## config.mk

```make
export PLATFORM = sky130hd
export DESIGN_NAME = life_data_high
export DESIGN_NICKNAME = d
export VERILOG_FILES = /design/src/rtl/life_data_high.sv
export SDC_FILE = /design/constraint.sdc
export NUM_CORES = 1
export LEC_CHECK = 0
export CORE_AREA = 8 8 78 80
export DETAILED_ROUTE_END_ITERATION = 10
export DIE_AREA = 0 0 86 88
export DONT_BUFFER_PORTS = 1
export PLACE_DENSITY = 0.68
export SYNTH_ARGS = -nofsm -noshare
export SYNTH_HDL_FRONTEND = slang
export SYNTH_SLANG_ARGS = --single-unit
```

## constraint.sdc

```tcl
create_clock -name clk -period 10.7 [get_ports clk]
set_input_delay 1.07 -clock clk [delete_from_list [all_inputs] [get_ports clk]]
set_output_delay 1.07 -clock clk [all_outputs]
set_load 0.05 [all_outputs]
```

## src/rtl/life_data_high.sv

```systemverilog
// Upper segment of the Life cell ring plus the generation engine: rotates one cell
// per clock and, for one lap after a step request, rewrites each cell with its successor.
module life_data_high #(
    parameter int X         = 8,
    parameter int Y         = 8,
    parameter int HIGH_BITS = X + 3,
    parameter int LOG2X     = 3,
    parameter int LOG2Y     = 3
) (
    input  logic                 clk,
    input  logic                 reset,
    input  logic                 step,
    input  logic                 data_low_lsb,
    output logic [HIGH_BITS-1:0] data_high,
    output logic                 data_high_lsb,
    output logic                 busy,
    output logic                 gen_done,
    output logic [15:0]          gen_count
);
    localparam int KW = LOG2X + LOG2Y;

    typedef enum logic [1:0] {IDLE, ARM, RUN} state_t;

    state_t               state_q, state_d;
    logic [KW-1:0]        k_q, k_d;
    logic [HIGH_BITS-1:0] data_high_q, data_high_d;
    logic [X:0]           lb_q, lb_d;
    logic                 gen_done_q, gen_done_d;
    logic [15:0]          gen_count_q, gen_count_d;

    logic [KW-1:0]    j;
    logic [LOG2X-1:0] xj;
    logic [LOG2Y-1:0] yj;
    logic             top_ok, bot_ok, left_ok, right_ok;
    logic [7:0]       nb;
    logic [3:0]       n;
    logic             self_c, new_c, wr;

    // Neighbourhood of target j = k-X-1, taken from the line buffer, the top of
    // this segment and the incoming cell; out-of-grid neighbours are forced dead.
    always_comb begin
        j        = k_q - KW'(X + 1);
        xj       = j[LOG2X-1:0];
        yj       = j[KW-1:LOG2X];
        top_ok   = (yj != '0);
        bot_ok   = (yj != LOG2Y'(Y - 1));
        left_ok  = (xj != '0);
        right_ok = (xj != LOG2X'(X - 1));
        self_c   = data_high_q[HIGH_BITS-X-1];
        nb[0] = lb_q[X]   & top_ok & left_ok;
        nb[1] = lb_q[X-1] & top_ok;
        nb[2] = lb_q[X-2] & top_ok & right_ok;
        nb[3] = lb_q[0]   & left_ok;
        nb[4] = data_high_q[HIGH_BITS-X] & right_ok;
        nb[5] = data_high_q[HIGH_BITS-2] & bot_ok & left_ok;
        nb[6] = data_high_q[HIGH_BITS-1] & bot_ok;
        nb[7] = data_low_lsb & bot_ok & right_ok;
        n = '0;
        for (int i = 0; i < 8; i++) n = n + 4'(nb[i]);
        new_c = (n == 4'd3) | (self_c & (n == 4'd2));
    end

    always_comb begin
        state_d     = state_q;
        wr          = 1'b0;
        gen_done_d  = 1'b0;
        gen_count_d = gen_count_q;
        case (state_q)
            IDLE: if (step) state_d = ARM;
            ARM: begin
                if (k_q == KW'(X + 1)) begin
                    wr      = 1'b1;
                    state_d = RUN;
                end
            end
            RUN: begin
                wr = 1'b1;
                if (k_q == KW'(X)) begin
                    state_d     = IDLE;
                    gen_done_d  = 1'b1;
                    gen_count_d = gen_count_q + 16'd1;
                end
            end
            default: state_d = IDLE;
        endcase
    end

    // The line buffer keeps the old self value, so the write below never feeds back.
    always_comb begin
        k_d         = k_q + KW'(1);
        lb_d        = {lb_q[X-1:0], data_high_q[HIGH_BITS-X-1]};
        data_high_d = {data_low_lsb, data_high_q[HIGH_BITS-1:1]};
        if (wr) data_high_d[HIGH_BITS-X-2] = new_c;
    end

    always_ff @(posedge clk or negedge reset) begin
        if (!reset) begin
            state_q     <= IDLE;
            k_q         <= '0;
            data_high_q <= '0;
            lb_q        <= '0;
            gen_done_q  <= 1'b0;
            gen_count_q <= '0;
        end else begin
            state_q     <= state_d;
            k_q         <= k_d;
            data_high_q <= data_high_d;
            lb_q        <= lb_d;
            gen_done_q  <= gen_done_d;
            gen_count_q <= gen_count_d;
        end
    end

    assign data_high     = data_high_q;
    assign data_high_lsb = data_high_q[0];
    assign busy          = (state_q != IDLE);
    assign gen_done      = gen_done_q;
    assign gen_count     = gen_count_q;
endmodule

```

==> results summary <==
From left edge to right edge, the die measures 86 um. The tool flagged a number of max-cap violations equal to 0. Data arrives at the worst endpoint at 4630 ps. The depth of the worst hold-timing path came out at 0. In the final timing run, aggregate negative setup slack is 0 ps. TritonCTS created 5 clock buffers. In this run the most used layer during global routing was met2.

The sort of element at the end of the critical path is a flip-flop. Setup repair after global routing left no endpoint under its margin. The total vias in the final route is between 1k and 1.5k. The routing usage on met1 came out at 11.4%. The top-level I/O count is 34. The insertion delay of the later-clocked pin in the worst-skew pair is 300 ps.

The average routed wire per standard cell is 15.8 um. In this run, the clock network consumes 32.1% of the power. The required time at the endpoint of the critical path is 10880 ps. Of the total synthesized cell area, the portion taken by full adders, half adders and majority gates is between 10% and 20%. The most critical setup path has its startpoint at k_q[0]. After clock tree synthesis, the clock-pin slew on the worst setup and hold paths is 90 ps. The synthesized netlist devotes 3.12% of its cell area to compound gates. The count of buffers added by post-CTS timing repair for setup is 0.

The highest achievable clock rate is 225 MHz. The final antenna diode count is 0. The end of the worst register-to-register path is data_high[1]. The share of synthesized area in the top cell type comes to 52.9%. The clock tree skew after final layout is 6.43 ps.

The mean cell area of the mapped netlist is 12.2 sq um. The area of the core region is 4910 sq um. The share of cell area taken by muxes after synthesis came out at 2.00%. The area share of xor/xnor cells in the synthesized design is 8.23%. The cell at the root of the clock tree is clkbuf_8.

In this run, synthesis produced a sequential element count of between 40 and 50. Global routing consumed, on the met3 layer, between 4 and 5% of the routing resources. Global routing finished with a remaining overflow of 0. The setup slack after placement came out at 6250 ps. The switching share of power came out at between 20% and 30%. The worst setup path is launched from a flip-flop. The pin count of the biggest net entering global routing is 46. The min-delay analysis places its worst path in the category flip-flop to flip-flop. The Yosys warning count came out at 0.

The internal power is roughly 0.23 mW. For this run, the leading register cell type out of synthesis is dfrtp_1. The final worst-path cycle share came out at 41.5%.

The residual antenna-violating net count after detailed routing is 0. The share of flip-flops with an asynchronous set or reset after synthesis came out at 100%. Of all cell types, the one taking the most synthesized area is dfrtp_1. The simple logic cell fraction of the synthesized area came out at 15.8%. The largest voltage drop on the vdd net came out at 0.0852 mV. For hold timing, the worst endpoint is lb_q[6]. The number of antenna violations at the first check in global routing is 0.

The synthesized design contains 0 enable-type register cells. The post-synthesis net count is 194. Counting I/O delays and the setup requirement, the final critical path takes 4440 ps.

At the end of routability-driven placement, the weighted congestion stood at 0.792. The total count of max-transition violations in the final report is 0. The number of detailed-routing iterations run before antenna repair is 4. The worst hold path begins at lb_q[5].

The wire length after detailed routing came out at 3.77 mm. Setup slack closes at 6260 ps. The ratio of cells with drive above 1 in the final layout came out at between 10% and 20%. The commonest cells after synthesis are dfrtp_1, inv_1, ha_1, xnor2_1. The maximum fanout along the worst path is 7. The leakage power of the design came out at 1.01 nW.

The clock drives 45 sinks. The power share of the combinational group is 10.3%. The die height is approximately 88 um. The effective utilization at floorplan came out at 43.3%. By area, the combinational part of the netlist is dominated by simple AND/OR/NAND/NOR gates. The post-synthesis instance area is 2130 sq um. The number of cell instances on the worst register-to-register path is 14. The startpoint identified for the worst register-to-register timing path is k_q[0]. After the last flow step, the layout net total stands at 188. The total number of H-tree levels came out at 2. The share of the yosys chip area belonging to registers came out at between 50 and 60%. In this run, post-CTS hold repair placed 0 buffers. The fraction of power consumed by sequential logic came out at 57.5%.

The die outline area came out at 7570 sq um. The most used standard cell by instance count after synthesis is dfrtp_1. The global-route met2 utilization came out at roughly 18%. Once the clock tree was built, the resizer swapped 0 gates to a different size. The number of buffers on the longest clock path came out at 2.

After the first detailed-routing iteration, the DRC count stood at 49. By area the synthesized netlist is led by dfrtp_1, ha_1, xnor2_1. The number of setup violations in the final report came out at 0. The hold violation count in the final report is 0.

The total of buffers placed on input and output ports is 0. The count of cell types in the netlist came out at 34. TritonCTS built the clock tree.

The setup slack on the worst flop-to-flop path is 6260 ps. The critical path in this run is classified as flip-flop to flip-flop. The via-per-instance ratio is 5.11.

The via count of the first global-routing pass is 1305. The post-synthesis cell count is 174. The number of cell rows is 26. The transition time of the tightest slew-check pin came out at 883 ps. The all-layer global routing usage is 10.8%. The relative max-transition margin came out at 41.2%. The DRC violation count after routing came out at 0.

The first global-routing pass estimated approximately 6.3 mm of wire. The HPWL reported at the end of detailed placement is 2.82 mm. Summed over all nets, the switching power comes to 0.0930 mW. Relative to the synthesized area, the layout overhead comes to 3.53%.

Power spread over the standard cell area amounts to between 100 and 150 nW/um^2. The run finished with clean final reports.
[cells by family (layout without fill, tap and decap cells)]
group           Yosys count  count (layout)
flops                    45              45
mux                       4               4
simple gates             53              53
compound gates           10              10
xor+xnor                 20              20
buf+inv                  26              21
fa+ha+maj                16              16
[power by group through the flow]
stage          Sequential (mW)  Clock [mW]  Combinational (mW)
2_1_floorplan            0.183           0              0.0383
6_report                 0.188       0.105              0.0338
3_5_place_dp             0.192           0              0.0338
3_3_place_gp             0.192           0              0.0320
5_1_grt                  0.189       0.117              0.0382
4_1_cts                  0.189       0.109              0.0340
[area by class of cell]
type	count	area, sq um
clock buffers	5	68.8
clock inverters	3	21.3
multi-input cells	103	851
inverters	13	48.8
well taps	70	87.6
fillers	453	2710
flip-flops and latches	45	1130
[cell usage in the layout (no fill, tap or decap), types with 7 or more instances in the layout]
master	netlist	layout
inv_1	13	13
xnor2_1	12	12
nand2_1	7	7
dfrtp_1	45	45
nor2_1	7	7
xor2_1	8	8
ha_1	12	12
nand3_1	10	10
[sequential cells by signal (all words and copies together) (netlist names)]
| signal | cells |
|---|---|
| lb_q | 9 |
| k_q | 6 |
| data_high | 11 |
| state_q | 2 |
| gen_count | 16 |
| gen_done | 1 |
[worst max path at each step]
stage / depth (start not counted) / slack [ps] / endpoint
floorplan: 14 / 6590 / data_high[1]
global placement: 14 / 6500 / data_high[1]
detailed placement: 14 / 6250 / data_high[1]
CTS: 14 / 6250 / data_high[1]
global route: 14 / 6080 / data_high[1]
finish: 14 / 6260 / data_high[1]
[per-layer routing]
layer	wire, um	vias to the layer above	part of all wire [%]
met5	0	-	0
met4	48	0	1.3
met3	321	5	8.5
met2	1880	34	50
met1	1520	616	40
li1	-	566	-
[per-stage QoR]
step           total power, mW  cells  utilization (%)  hold WS, ps  cell area (sq um)
2_1_floorplan            0.221    174                -          331               2130
3_3_place_gp             0.224    231             43.0          336               2110
3_5_place_dp             0.226    231             43.0          344               2110
4_1_cts                  0.332    239             44.9          367               2200
5_1_grt                  0.345    239             44.9          371               2200
6_report                 0.327    239             44.9          360               2200
[critical path, stage by stage (launching register included)]
cell	delay, ps
dfrtp_1	440
inv_1	110
ha_1	280
nor2b_1	180
or4_1	580
nand3_1	140
fa_1	460
fa_1	560
inv_1	60
fa_1	480
ha_1	240
fa_1	390
and3_1	160
o21ai_0	150
a31oi_1	100
No activity file was read; power rests on OpenSTA's default activity.
